## src/rtl/keccak_pad_ctrl_pkg.sv

```systemverilog
// Shared Keccak constants: default rate, padding bytes and pad-controller state encodings.
package keccak_pad_ctrl_pkg;

  typedef logic [63:0] word_t;

  localparam int RATE_WORDS_DEFAULT = 17;

  localparam logic [7:0] DOMAIN_BYTE = 8'h06;
  localparam logic [7:0] FINAL_BYTE  = 8'h80;

  localparam logic [1:0] ST_ACCUM = 2'd0;
  localparam logic [1:0] ST_FILL  = 2'd1;
  localparam logic [1:0] ST_FULL  = 2'd2;

endpackage

```

## src/rtl/keccak_pad_ctrl_padder1ky.sv

```systemverilog
// Pads a partial final word: keeps the top byte_num bytes, appends the domain byte, zeroes the rest.
module padder1ky
  import keccak_pad_ctrl_pkg::*;
(
  input  logic [63:0] in_i,
  input  logic [2:0]  byte_num_i,
  output word_t       out_o
);

  // NOTE: out_o gets a full default before the loop so no path leaves it unassigned (no latch).
  always_comb begin
    out_o = '0;
    for (int i = 0; i < 8; i++) begin
      if (i < int'(byte_num_i)) begin
        out_o[63-8*i -: 8] = in_i[63-8*i -: 8];
      end else if (i == int'(byte_num_i)) begin
        out_o[63-8*i -: 8] = DOMAIN_BYTE;
      end
    end
  end

endmodule

```

## src/rtl/keccak_pad_ctrl.sv

```systemverilog
// Assembles 64-bit message words into one rate block, applying SHA-3 padding to the final word.
module keccak_pad_ctrl
  import keccak_pad_ctrl_pkg::*;
#(
  parameter int RATE_WORDS = RATE_WORDS_DEFAULT
) (
  input  logic                    clk,
  input  logic                    reset,
  input  logic [63:0]             in,
  input  logic [2:0]              byte_num,
  input  logic                    in_valid,
  input  logic                    is_last,
  output logic                    in_ready,
  output logic [64*RATE_WORDS-1:0] out,
  output logic                    out_valid,
  input  logic                    out_ready,
  output logic                    out_last
);

  localparam int OUT_W = 64 * RATE_WORDS;
  localparam int CNT_W = (RATE_WORDS > 1) ? $clog2(RATE_WORDS) : 1;
  localparam logic [CNT_W-1:0] LAST_CNT = CNT_W'(RATE_WORDS - 1);
  localparam word_t FINAL_WORD = {56'd0, FINAL_BYTE};

  logic [1:0]       state_q, state_d;
  logic [CNT_W-1:0] cnt_q, cnt_d;
  logic [OUT_W-1:0] out_q, out_d;
  logic             last_q, last_d;
  word_t            pad_word;
  word_t            shift_word;
  logic             completes;

  padder1ky u_padder (
    .in_i       (in),
    .byte_num_i (byte_num),
    .out_o      (pad_word)
  );

  assign completes = (cnt_q == LAST_CNT);

  always_comb begin
    state_d    = state_q;
    cnt_d      = cnt_q;
    out_d      = out_q;
    last_d     = last_q;
    shift_word = '0;
    case (state_q)
      ST_ACCUM: begin
        if (in_valid) begin
          shift_word = is_last ? pad_word : in;
          if (completes && is_last) begin
            shift_word = shift_word | FINAL_WORD;
          end
          // Truncating the concatenation drops the oldest word off the top.
          out_d = OUT_W'({out_q, shift_word});
          if (completes) begin
            state_d = ST_FULL;
            last_d  = is_last;
            cnt_d   = '0;
          end else begin
            cnt_d = cnt_q + CNT_W'(1);
            if (is_last) begin
              state_d = ST_FILL;
            end
          end
        end
      end
      ST_FILL: begin
        shift_word = completes ? FINAL_WORD : '0;
        out_d      = OUT_W'({out_q, shift_word});
        if (completes) begin
          state_d = ST_FULL;
          last_d  = 1'b1;
          cnt_d   = '0;
        end else begin
          cnt_d = cnt_q + CNT_W'(1);
        end
      end
      ST_FULL: begin
        if (out_ready) begin
          state_d = ST_ACCUM;
          last_d  = 1'b0;
          cnt_d   = '0;
        end
      end
      default: begin
        state_d = ST_ACCUM;
        last_d  = 1'b0;
        cnt_d   = '0;
      end
    endcase
  end

  // NOTE: state uses non-blocking assignments so every register samples the pre-edge values.
  // The block register is reset too, because a discarded partial block must never be visible on out.
  always_ff @(posedge clk or posedge reset) begin
    if (reset) begin
      state_q <= ST_ACCUM;
      cnt_q   <= '0;
      out_q   <= '0;
      last_q  <= 1'b0;
    end else begin
      state_q <= state_d;
      cnt_q   <= cnt_d;
      out_q   <= out_d;
      last_q  <= last_d;
    end
  end

  assign in_ready  = (state_q == ST_ACCUM);
  assign out_valid = (state_q == ST_FULL);
  assign out       = out_q;
  assign out_last  = last_q;

endmodule
```

## config.mk

```make
export PLATFORM = sky130hd
export DESIGN_NAME = keccak_pad_ctrl
export DESIGN_NICKNAME = d
export VERILOG_FILES = /design/src/rtl/keccak_pad_ctrl_pkg.sv /design/src/rtl/keccak_pad_ctrl_padder1ky.sv /design/src/rtl/keccak_pad_ctrl.sv
export SDC_FILE = /design/constraint.sdc
export NUM_CORES = 2
export LEC_CHECK = 0
export ABC_AREA = 1
export BUFFER_PORTS_ARGS = -buffer_cell sky130_fd_sc_hd__buf_4
export CAP_MARGIN = 20
export CORE_AREA = 4 4 449 451
export CTS_CLUSTER_DIAMETER = 120
export DETAILED_ROUTE_END_ITERATION = 6
export DIE_AREA = 0 0 453 455
export PLACE_DENSITY = 0.46
export SKIP_CTS_REPAIR_TIMING = 1
export SYNTH_ARGS = -nofsm -noshare
export SYNTH_HDL_FRONTEND = slang
export SYNTH_SLANG_ARGS = --single-unit
```

## constraint.sdc

```tcl
create_clock -name clk -period 37.5 [get_ports clk]
set_input_delay 5.625 -clock clk [delete_from_list [all_inputs] [get_ports clk]]
set_output_delay 5.625 -clock clk [all_outputs]
set_load 0.05 [all_outputs]
```

======== Word-level counts from Yosys, hierarchy flattened ========
Index checks and enable logic that the tools add are counted.
operators by class
  $add $sub $neg .......................... 1
  magnitude comparators ................... 7
  eq/ne operators ......................... 15
  muxes and demuxes ....................... 35
  reduce and logical (&&, ||, !) cells .... 8
operators with widths
  kind                                                                      number
  1088-bit one-hot mux with 2 select lines                                  1
  1088-bit two-way mux                                                      1
  8-bit two-way mux                                                         9
  64-bit two-way mux                                                        1
  3-bit two-way mux                                                         8
  5-bit two-way mux                                                         3
  5-bit one-hot mux with 3 select lines                                     1
  3-bit equality test (first input constant)                                4
  2-bit two-way mux                                                         5
  3-bit < comparator (first input constant)                                 3
  4-bit AND reduction                                                       2
  2-bit by 3-bit equality test with 1-bit output (first input constant)     2
  1-bit by 3-bit < comparator with 1-bit output (first input constant)      2
  2-bit by 3-bit < comparator with 1-bit output (first input constant)      2
  2-bit one-hot mux with 3 select lines                                     1
  5-bit by 1-bit adder with 5-bit output (second input constant)            1
  5-bit equality test (second input constant)                               1
  1-bit two-way mux                                                         4
  2-bit by 1-bit inequality test with 1-bit output (second input constant)  2
  2-bit inequality test (second input constant)                             2
  2-bit AND reduction                                                       2
  1-bit by 3-bit equality test with 1-bit output (first input constant)     1
  3-bit logical NOT                                                         1
  3-bit by 2-bit inequality test with 1-bit output (second input constant)  1
  6 further kinds                                                           6
storage, ports and cells
  flip-flop bits (word level) ............. 1096
  bits of input ports ..................... 72
  logic and storage cells ................. 70

======== Logic depth before layout (Yosys ltp) ========
  word-level depth ........................ 7
  depth in mapped cells ................... 9
  gate-level depth less buffers ........... 9

======== By module ========
A second synthesis with hierarchy kept.
second synthesis, totals
  cells, all modules ...................... 5906
  area, all modules ....................... 50308.2 um^2
by module, submodules not included
  module           instances  cells an instance  area each (um^2)  sequential area each (um^2)
  keccak_pad_ctrl  1          5772               49722.7           27426.3
  padder1ky        1          134                585.6             0.0

======== Worst setup path before layout ========
OpenSTA, ideal clock, no wires.
  path type ............................... input port to flip-flop
  from .................................... input is_last
  to ...................................... register out_q[41] (netlist: out[41])
  setup time .............................. 0.123 ns
  data arrival time ....................... 6.453 ns
  path slack .............................. 30.924 ns
  stages on the path ...................... 8
  path through ............................ buf_2 -> inv_1 -> nor2_1 -> inv_2 -> nor2_1 -> nor2_2 -> o21ai_0 -> nand2_1
on the way
  word-level cells in the longest chain between the ends .. 3
ends and longest elaborated chain
  item                                      RTL line                RTL
  start: declaration                        keccak_pad_ctrl.sv:12   input logic is_last,
  64-bit two-way mux                        keccak_pad_ctrl.sv:50   shift_word = is_last ? pad_word : in;
  1088-bit two-way mux                      keccak_pad_ctrl.sv:49   if (in_valid) begin
  1088-bit one-hot mux with 2 select lines  keccak_pad_ctrl.sv:47   case (state_q)
  end signal: assignment                    keccak_pad_ctrl.sv:105  out_q <= out_d;
  end: declaration                          keccak_pad_ctrl.sv:27   logic [OUT_W-1:0] out_q, out_d;
Every way passes these cells. The select of a mux whose other input is x is not followed.
A chain may end at the register's enable or synchronous reset.

======== Worst setup path in the final report ========
  from .................................... input in_valid
  to ...................................... register out_q[910] (netlist: out[910])
on the way
  word-level cells in the longest chain between the ends .. 2
ends and longest elaborated chain
  item                             RTL line               RTL
  start: declaration               keccak_pad_ctrl.sv:11  input logic in_valid,
  2-bit inequality test (no line)  n/a
  2-bit AND reduction (no line)    n/a
Every way passes these cells.

==> metrics.txt <==
worst min path class=reg2reg; max-slew violations=0; CTS H-Tree Depth=4; Final period util=25.0%; drt drc=0; register bit count reported by yosys=1096; most used standard cell by instance count after synthesis=nand2_1; FF-to-FF Start=state_q[1]$_DFFE_PP0P_; Startpoint Class=input port; area of the multi-input gates=12300 sq um; Final Hold Fails=0; biggest fanout along the worst timing path=97; post-route ant nets=0; Sequential Area=27400 sq um; register area share after synthesis=55.9%; FMAX=107 MHz; leading post-synthesis cells by cell area=dfrtp_1 56%, nand2_1 23%, buf_4 16%; Clock transition at path regs=0.06 ns; Synth Cell Area=49000 sq um; FILL cells=21300; initial core utilization=24.9%; die height=455 um; Synth Area per Inst=8.70 sq um; setup_tns=0 ns; Worst-Skew Late Latency=0.79 ns; unique cell type count in the Yosys netlist=25; IO Port Bufs=1162; Final HPWL DP=133000 um; RD Place Congestion=0.914; root buf cell=clkbuf_16; Pre-Repair DR Iteration Count=5; total CTS buffers=134; Ports=1163; Die Wd=453 um; Area growth syn-to-layout=15.9%; critical path required time=38.21 ns; final non-filler cell total=8450; kind of critical path=in2reg; GR Util All Layers=16.7%; DP Area=52400 sq um; clk sinks=1096; Synth warnings=0; Hold Startpoint=out[1054]$_DFFE_PP0P_; Floorplan Core Area=197000 sq um; vias in the first global route=33600; Layout Skew=0.0251 ns; DRT iter0 DRCs=2910; Die Area=206000 sq um; grt total ovfl=0; DR vias=34100; Avg WL per Cell=21.2 um; Routed WL=179000 um; final setup fails=0; num rows=163; Synth Instances=5638; Worst slew margin=15.4%; Worst Max-Slew Pin Slew=1.27 ns; arrival time worst endpoint=10.09 ns; fin util=28.8%; Mapped Nets=5712; Final min period=9.39 ns; most frequent cells after synthesis=2953 x nand2_1, 1096 x dfrtp_1, 1055 x buf_4; Vias/cell=4.03; share of layout cells above drive strength 1=24.3%; Post-synth EDFFs=0; status=finished, final reports clean; cell taking the most area after synthesis=dfrtp_1; first-pass GRT wire length=253000 um; Worst Setup SP=in_valid; worst-case clock buffer depth=3; final instance area=56900 sq um; Synth async-reset ratio=100%; Placed Cells=8209; RSZ-0062 raised after global routing=no; CTS tree=yes; CP endpoint kind=register; Max-Cap Viols=0; NumNets Final=5780; largest net degree at the start of global routing=242; post-synth top area share=55.9%; initial antenna violation count=2; most common flop cell mapped by yosys=dfrtp_1
cells in the final DEF (no fill, tap or decap), drive strengths merged:
cell and n:
nand3 40, nand4 2, o21ai 159, clkinv 17
xor2 1, diode 2, clkinvlp 4, buf 1195
inv 94, nor2 23, clkbuf 204, a22o 6
nand2 2955, nand3b 1, o211ai 1, ha 2
or2 1, a21oi 3, bufinv 4, dfrtp 1096
metrics by stage:
step	hold slack [ns]	setup slack, ns
floorplan	0.465	1.02
global placement	0.462	27.20
detailed placement	0.466	27.19
CTS	0.481	28.06
global route	0.497	27.49
finish	0.477	28.11
state kept, by name (all words and copies together), names as in the netlist:
register  cells
out_last      1
out        1088
state_q       2
cnt_q         5
final cells by class:
cell class / instances / area share (%)
timing repair buffer: 1195 / 15.9
inverter: 85 / 0.603
tap: 2640 / 5.81
multi-input combinational: 3194 / 21.7
clock buffer: 204 / 7.09
antenna: 2 / 0.00880
clock inverter: 34 / 0.638
sequential: 1096 / 48.2
metal layers:
| layer | global-route usage, % | up-vias | wire (um) |
|---|---|---|---|
| li1 | - | 16300 | - |
| met1 | 20.3 | 16500 | 72000 |
| met2 | 28.2 | 1022 | 87900 |
| met3 | 4.58 | 246 | 11700 |
| met4 | 6.67 | 0 | 7200 |
| met5 | 0 | - | 0 |
worst max-delay path, cell delays in order:
cell,delay [ns]
buf_4,0.12
inv_1,0.06
nand2_2,0.10
nand2_8,0.42
buf_4,0.76
buf_4,0.81
buf_4,0.73
buf_4,0.88
nand2_1,0.14
nand2_1,0.11
cell families (layout without fill, tap and decap cells):
logic type | after synthesis | in the layout | share of synthesized area [%]
buffers and inverters | 1348 | 1518 | 18.9
and+or+nand+nor | 3022 | 3022 | 23.3
AOI/OAI and AO/OA | 169 | 169 | 1.78
adders and majority gates | 2 | 2 | 0.0510
xor gates and xnor gates | 1 | 1 | 0.0179
DFF | 1096 | 1096 | 55.9
other | 0 | 2 | 0
path summary, 6_finish.rpt:
kind                            slack (ns)  depth (start not counted)                     to
worst max-delay path                 28.11                         10   out[910]$_DFFE_PP0P_
worst min-delay path                  0.48                          2  out[1054]$_DFFE_PP0P_
worst max register to register       32.51                          9   out[910]$_DFFE_PP0P_
worst min register to register        0.48                          2  out[1054]$_DFFE_PP0P_
max in group asynchronous            28.20                          7    out[21]$_DFFE_PP0P_
min in group asynchronous             5.00                          2   out[570]$_DFFE_PP0P_
Power is left out: the tool's default activity adds up to more than one toggle a clock period on the data nets, which glitch-free logic cannot reach.
